$ cat src/rtl/imem_boot_loader_pkg.sv
// imem_boot_loader_pkg: shared state encoding and frame byte order for the boot loader
package imem_boot_loader_pkg;
    // Nine states are needed, so the encoding is 4 bits wide.
    typedef enum logic [3:0] {
        S_CNT   = 4'd0,
        S_HI    = 4'd1,
        S_LO    = 4'd2,
        S_WR    = 4'd3,
        S_SUM   = 4'd4,
        S_WAIT  = 4'd5,
        S_START = 4'd6,
        S_RUN   = 4'd7,
        S_ERR   = 4'd8
    } state_t;
    // Each instruction word arrives high byte first.
    localparam bit HI_FIRST = 1'b1;
endpackage

$ cat src/rtl/imem_boot_loader_byte_packer.sv
// boot_byte_packer: latches the hi/lo stream bytes and presents them as one instruction word
//   clock, reset     : clock, async active-high reset
//   load_hi, load_lo : capture byte_in as the high / low byte
//   byte_in          : stream byte
//   word             : assembled 16-bit word
module boot_byte_packer
    import imem_boot_loader_pkg::*;
(
    input  logic        clock,
    input  logic        reset,
    input  logic        load_hi,
    input  logic        load_lo,
    input  logic [7:0]  byte_in,
    output logic [15:0] word
);
    logic [7:0] hi, lo;
    always_ff @(posedge clock or posedge reset) begin
        if (reset) begin
            hi <= '0;
            lo <= '0;
        end else begin
            if (load_hi) hi <= byte_in;
            if (load_lo) lo <= byte_in;
        end
    end
    assign word = HI_FIRST ? {hi, lo} : {lo, hi};
endmodule

$ cat src/rtl/imem_boot_loader.sv
// imem_boot_loader: loads a checksummed byte-stream image into i_memory, then enables and starts the CPU
//   clock, reset           : clock, async active-high reset
//   rx_valid/rx_data/rx_ready : byte stream handshake
//   mem_sel/mem_addr/mem_we/mem_dataout : i_memory write port (mem_sel=1 while loader owns it)
//   cpu_enable, cpu_start  : CPU enable level and one-cycle start pulse
//   load_err               : sticky checksum failure
module imem_boot_loader
    import imem_boot_loader_pkg::*;
#(
    parameter int ADDR_WIDTH  = 8,
    parameter int DATA_WIDTH  = 16,
    parameter int START_DELAY = 2
) (
    input  logic                  clock,
    input  logic                  reset,
    input  logic                  rx_valid,
    input  logic [7:0]            rx_data,
    output logic                  rx_ready,
    output logic                  mem_sel,
    output logic [ADDR_WIDTH-1:0] mem_addr,
    output logic                  mem_we,
    output logic [DATA_WIDTH-1:0] mem_dataout,
    output logic                  cpu_enable,
    output logic                  cpu_start,
    output logic                  load_err
);
    localparam int DW = $clog2(START_DELAY + 1);
    state_t state, next;
    logic [ADDR_WIDTH:0] index, n;
    logic [7:0] sum;
    logic [DW-1:0] dly;
    logic [15:0] word;
    logic accept, last;
    assign rx_ready = state inside {S_CNT, S_HI, S_LO, S_SUM};
    assign accept = rx_valid && rx_ready;
    assign last = index == n - 1'b1;
    assign mem_we = state == S_WR;
    assign mem_addr = mem_we ? index[ADDR_WIDTH-1:0] : '0;
    assign mem_dataout = mem_we ? DATA_WIDTH'(word) : '0;
    assign mem_sel = !(state inside {S_WAIT, S_START, S_RUN});
    assign cpu_enable = state inside {S_WAIT, S_START, S_RUN};
    assign cpu_start = state == S_START;
    assign load_err = state == S_ERR;
    boot_byte_packer u_packer (
        .clock   (clock),
        .reset   (reset),
        .load_hi (accept && state == S_HI),
        .load_lo (accept && state == S_LO),
        .byte_in (rx_data),
        .word    (word)
    );
    always_ff @(posedge clock or posedge reset) begin
        if (reset) state <= S_CNT;
        else       state <= next;
    end
    always_comb begin
        next = state;
        case (state)
            S_CNT:   next = accept ? S_HI : S_CNT;
            S_HI:    next = accept ? S_LO : S_HI;
            S_LO:    next = accept ? S_WR : S_LO;
            S_WR:    next = last ? S_SUM : S_HI;
            S_SUM:   next = !accept ? S_SUM : (sum == rx_data) ? S_WAIT : S_ERR;
            S_WAIT:  next = (dly == DW'(START_DELAY - 1)) ? S_START : S_WAIT;
            S_START: next = S_RUN;
            S_RUN:   next = S_RUN;
            S_ERR:   next = S_ERR;
            default: next = S_CNT;
        endcase
    end
    // COUNT seeds the running sum so the trailer check covers it as well as the data bytes.
    always_ff @(posedge clock or posedge reset) begin
        if (reset) begin
            n     <= '0;
            index <= '0;
            sum   <= '0;
            dly   <= '0;
        end else begin
            case (state)
                S_CNT: if (accept) begin
                    n     <= (rx_data == 8'd0) ? {1'b1, {ADDR_WIDTH{1'b0}}} : (ADDR_WIDTH+1)'(rx_data);
                    index <= '0;
                    sum   <= rx_data;
                end
                S_HI, S_LO: if (accept) sum <= sum + rx_data;
                S_WR:    if (!last) index <= index + 1'b1;
                S_SUM:   dly <= '0;
                S_WAIT:  dly <= dly + 1'b1;
                default: ;
            endcase
        end
    end
endmodule
$ cat config.mk
export PLATFORM = sky130hd
export DESIGN_NAME = imem_boot_loader
export DESIGN_NICKNAME = d
export VERILOG_FILES = /design/src/rtl/imem_boot_loader_pkg.sv /design/src/rtl/imem_boot_loader_byte_packer.sv /design/src/rtl/imem_boot_loader.sv
export SDC_FILE = /design/constraint.sdc
export NUM_CORES = 1
export LEC_CHECK = 0
export ABC_CLOCK_PERIOD_IN_PS = 2500
export CAP_MARGIN = 15
export CORE_ASPECT_RATIO = 0.8
export CORE_MARGIN = 2
export CORE_UTILIZATION = 50
export CTS_BUF_LIST = sky130_fd_sc_hd__clkbuf_4 sky130_fd_sc_hd__clkbuf_8
export CTS_CLUSTER_DIAMETER = 200
export DETAILED_ROUTE_END_ITERATION = 6
export PLACE_DENSITY = 0.83
export RECOVER_POWER = 100
export SLEW_MARGIN = 10
export SYNTH_ARGS = -nofsm -noshare
export SYNTH_HDL_FRONTEND = slang
export SYNTH_SLANG_ARGS = --single-unit
$ cat constraint.sdc
create_clock -name clock -period 2.5 [get_ports clock]
set_input_delay 0.625 -clock clock [delete_from_list [all_inputs] [get_ports clock]]
set_output_delay 0.625 -clock clock [all_outputs]
set_load 0.02 [all_outputs]
==> parameters.txt <==
Parameter                              Value

Outcome
  Result of the run ... finished clean

GRT
  Antenna violations before repair ... 0
  Largest net degree at the start of global routing ... 49
  First-pass GRT wire length ... 12.82 mm
  Via count of the first global-routing pass ... 2,653
  Total global routing track utilization ... 0.2607
  Final global-route overflow total ... 0

Drt
  Wire length after detailed routing ... 7.571 mm
  Count of antenna-violating nets left after detailed routing ... 0
  1st-iter DRT viols ... 145
  Mean routed wirelength per cell ... 16.07 um
  Iteration count of the initial detailed-routing pass ... 4
  Number of remaining DRC errors ... 0
  Routed vias/inst ... 5.546
  Number of vias after detailed routing ... 2,612

Hold path
  Class of the tightest hold or removal check ... reg2reg

STA
  Time the worst path needs with I/O delays and setup ... 2441 ps
  Final-layout setup total negative slack ... 0 ps
  RSZ-0062 raised after global routing ... true
  Maximum clock frequency ... 409.6 MHz
  Final hold violation count ... 0
  Minimum hold slack ... 500.9 ps
  Pins Over Slew Limit ... 0
  Worst Max-Slew Pin Slew ... 1222 ps
  Rel. slew slack ... 0.1850
  Final Cycle Share ... 0.9765
  Total setup violations reported at the end of the flow ... 0
  Setup clock skew after layout ... 10.80 ps
  Fin worst setup slack ... 58.71 ps

Worst setup path
  Family with the most delay on the worst path ... compound AO/OA/AOI/OAI gates
  Largest driver fanout on the critical path ... 2
  Critical path capture point type ... flip-flop
  Kind of launch point of the worst setup path ... primary input
  Buffers plus inverters on the worst setup path ... 1
  Data arrival time at the worst-slack endpoint ... 2650 ps
  Slowest-stage cell, CP ... or4_1
  Cell-by-cell trace of the critical path ... dlygate4sd2_1, ha_1, a21o_1, a21oi_2, o22ai_2, o41ai_2, xor2_1, or4_1, and3_1
  CP max stage delay ... 500 ps
  Category of the critical setup timing path ... in2reg
  Critical path data required time ... 2710 ps

Run
  Max-capacitance violation count ... 0

Die
  Placement row count ... 24
  Die Height ... 72.36 um
  Number of top-level design ports ... 41
  Core area ... 0.005555 mm^2
  DIE AREA ... 0.006472 mm^2
  Horizontal die dimension ... 89.45 um
  Starting density of the core ... 0.5257

Synth
  Top cell type by total area after synthesis ... dfrtp_1
  Number of synthesized flops with an enable pin ... 0
  Total number of yosys warnings ... 0
  Fraction of the yosys area taken by sequential cells ... 0.4113
  Post-synthesis instance area ... 0.002920 mm^2
  Most common library cells after synthesis ... dfrtp_1, nand2_1, and2_1
  Ranking of synthesized cells by area ... dfrtp_1, nand2_1, mux2_2
  Top flip-flop cell by instance count after synthesis ... dfrtp_1
  Synth unique cells ... 49
  Net count after synthesis ... 348
  Area fraction of the dominant cell type after synthesis ... 0.4113
  Cell with the most instances after synthesis ... dfrtp_1
  Average footprint of a synthesized cell ... 8.958 um^2
  Cell count after synthesis ... 326
  Share of synthesized flip-flops with an asynchronous set or reset ... 1.000
  Flops & latches, synth ... 48

Placed design
  Final estimated routing congestion in global placement ... 0.9036
  Post-detailed-placement half-perimeter wirelength ... 5.332 mm
  Post-DP Area ... 0.003627 mm^2
  Number of port buffers ... 40
  Worst slack, placed ... -596.0 ps

Clock tree
  Number of buffers added to fix hold violations after cts ... 0
  CTS H-tree depth ... 2
  Root buffer cell ... clkbuf_8
  Number of buffers inserted during clock tree synthesis ... 5
  Clock Path Buffers ... 2
  Clock latency at the later pin of the worst-skew pair ... 320 ps
  Clock sink count ... 48
  Clock-pin slew of the registers on the worst-case setup and hold paths ... 90 ps
  CTS tree ... yes

Pwr
  Fraction of power consumed by combinational cells ... 0.061
  Part of the power in the clock network ... 0.404
  Worst supply voltage drop on vdd ... 267.7 uV
  Static power due to leakage ... 1.905 nW
  Sequential share of power ... 0.535
  Switching power share of the total ... 0.2257
  Design internal power ... 1.122 mW
  Switching power ... 327.2 uW
  Power per Cell Area ... 386.7 mW/mm^2

Cells and area
  ANT cells ... 0
  Area growth syn-to-layout ... 28.36%
  Number of nets at the end of the flow ... 414
  Finished Core Util ... 0.6748
  Final cell area excluding filler cells ... 0.003749 mm^2
  Fill count ... 464
  Layout cells sized above 1 ... 0.1832
tightest hold or removal path: cells and delay by family, from the launching register on:
kind | cells | cell delay, ps
simple gates | 1 | 50
flops | 1 | 350
compound gates | 1 | 70
cell families (layout without fill, tap and decap cells):
group,count (synthesis),in the layout,synth area share
mux,19,19,0.07112
xor+xnor,14,14,0.04199
fa+ha+maj,11,11,0.04970
compound gates,59,59,0.1324
buf+inv,32,99,0.04156
simple gates,143,143,0.2519
flops,48,48,0.4113
power by group through the flow:
stage	Clock (mW)	Sequential, mW	Combinational [mW]
final	0.585	0.776	0.0889
after global routing	0.626	0.776	0.0978
after CTS	0.598	0.776	0.0932
after detailed placement	0	0.791	0.0930
after global placement	0	0.791	0.0904
after floorplan	0	0.791	0.0342
cells in the final DEF (no fill, tap or decap), drive strengths merged, types with 7 or more instances in the layout:
cell type / synthesis / layout
dfrtp: 48 / 48
nand2: 47 / 47
buf: 1 / 32
dlygate4sd2: 0 / 30
and2: 26 / 26
o21ai: 21 / 21
nor2: 18 / 18
inv: 18 / 17
mux2: 14 / 14
a21oi: 12 / 12
nor3: 11 / 11
ha: 10 / 10
xnor2: 9 / 9
and3: 7 / 7
nand3: 7 / 7
clkbuf: 13 / 7
through the flow:
stage	std cells	total power, mW
2_1_floorplan	326	0.8253
3_3_place_gp	460	0.8815
3_5_place_dp	460	0.8841
4_1_cts	471	1.467
5_1_grt	471	1.500
6_report	471	1.450
layer usage:
| metal | global-route usage | routed length (um) |
|---|---|---|
| met4 | 0.09287 | 148 |
| met1 | 0.3556 | 3485 |
| met2 | 0.3942 | 3464 |
| met5 | 0 | 0 |
| met3 | 0.07850 | 473 |
state kept, by name (all words and copies together), names as in the netlist:
register     flops
u_packer.lo      8
sum              8
index            9
dly              2
n                9
state            4
u_packer.hi      8
worst paths after layout:
| path | to | startpoint | cells after the start | slack, ps |
|---|---|---|---|---|
| worst max-delay path | sum[7]$_DFFE_PP0P_ | rx_data[1] | 9 | 60 |
| worst min-delay path | u_packer.lo[1]$_DFFE_PP0P_ | u_packer.lo[1]$_DFFE_PP0P_ | 2 | 500 |
| worst max register to register | sum[7]$_DFFE_PP0P_ | sum[1]$_DFFE_PP0P_ | 8 | 190 |
| worst min register to register | u_packer.lo[1]$_DFFE_PP0P_ | u_packer.lo[1]$_DFFE_PP0P_ | 2 | 500 |
| max in group asynchronous | state[0]$_DFF_PP0_ | reset | 3 | 530 |
| min in group asynchronous | state[3]$_DFF_PP0_ | reset | 3 | 1160 |
repair_timing:
action,4_1_cts,5_1_grt
pin swaps,9,1
buffers inserted,3,0
setup endpoints to repair,30,15
resized for setup,36,5
final cells by class:
| type | count | area (um^2) | share of cell area |
|---|---|---|---|
| clock buffer | 6 | 76.32 | 0.02036 |
| clock inverter | 2 | 35.03 | 0.009346 |
| inverter | 18 | 67.56 | 0.01802 |
| multi-input combinational | 246 | 1644 | 0.4386 |
| sequential | 48 | 1202 | 0.3208 |
| tap | 78 | 97.59 | 0.02603 |
| timing repair buffer | 73 | 625.6 | 0.1669 |
(Power assumes the default switching activity.)
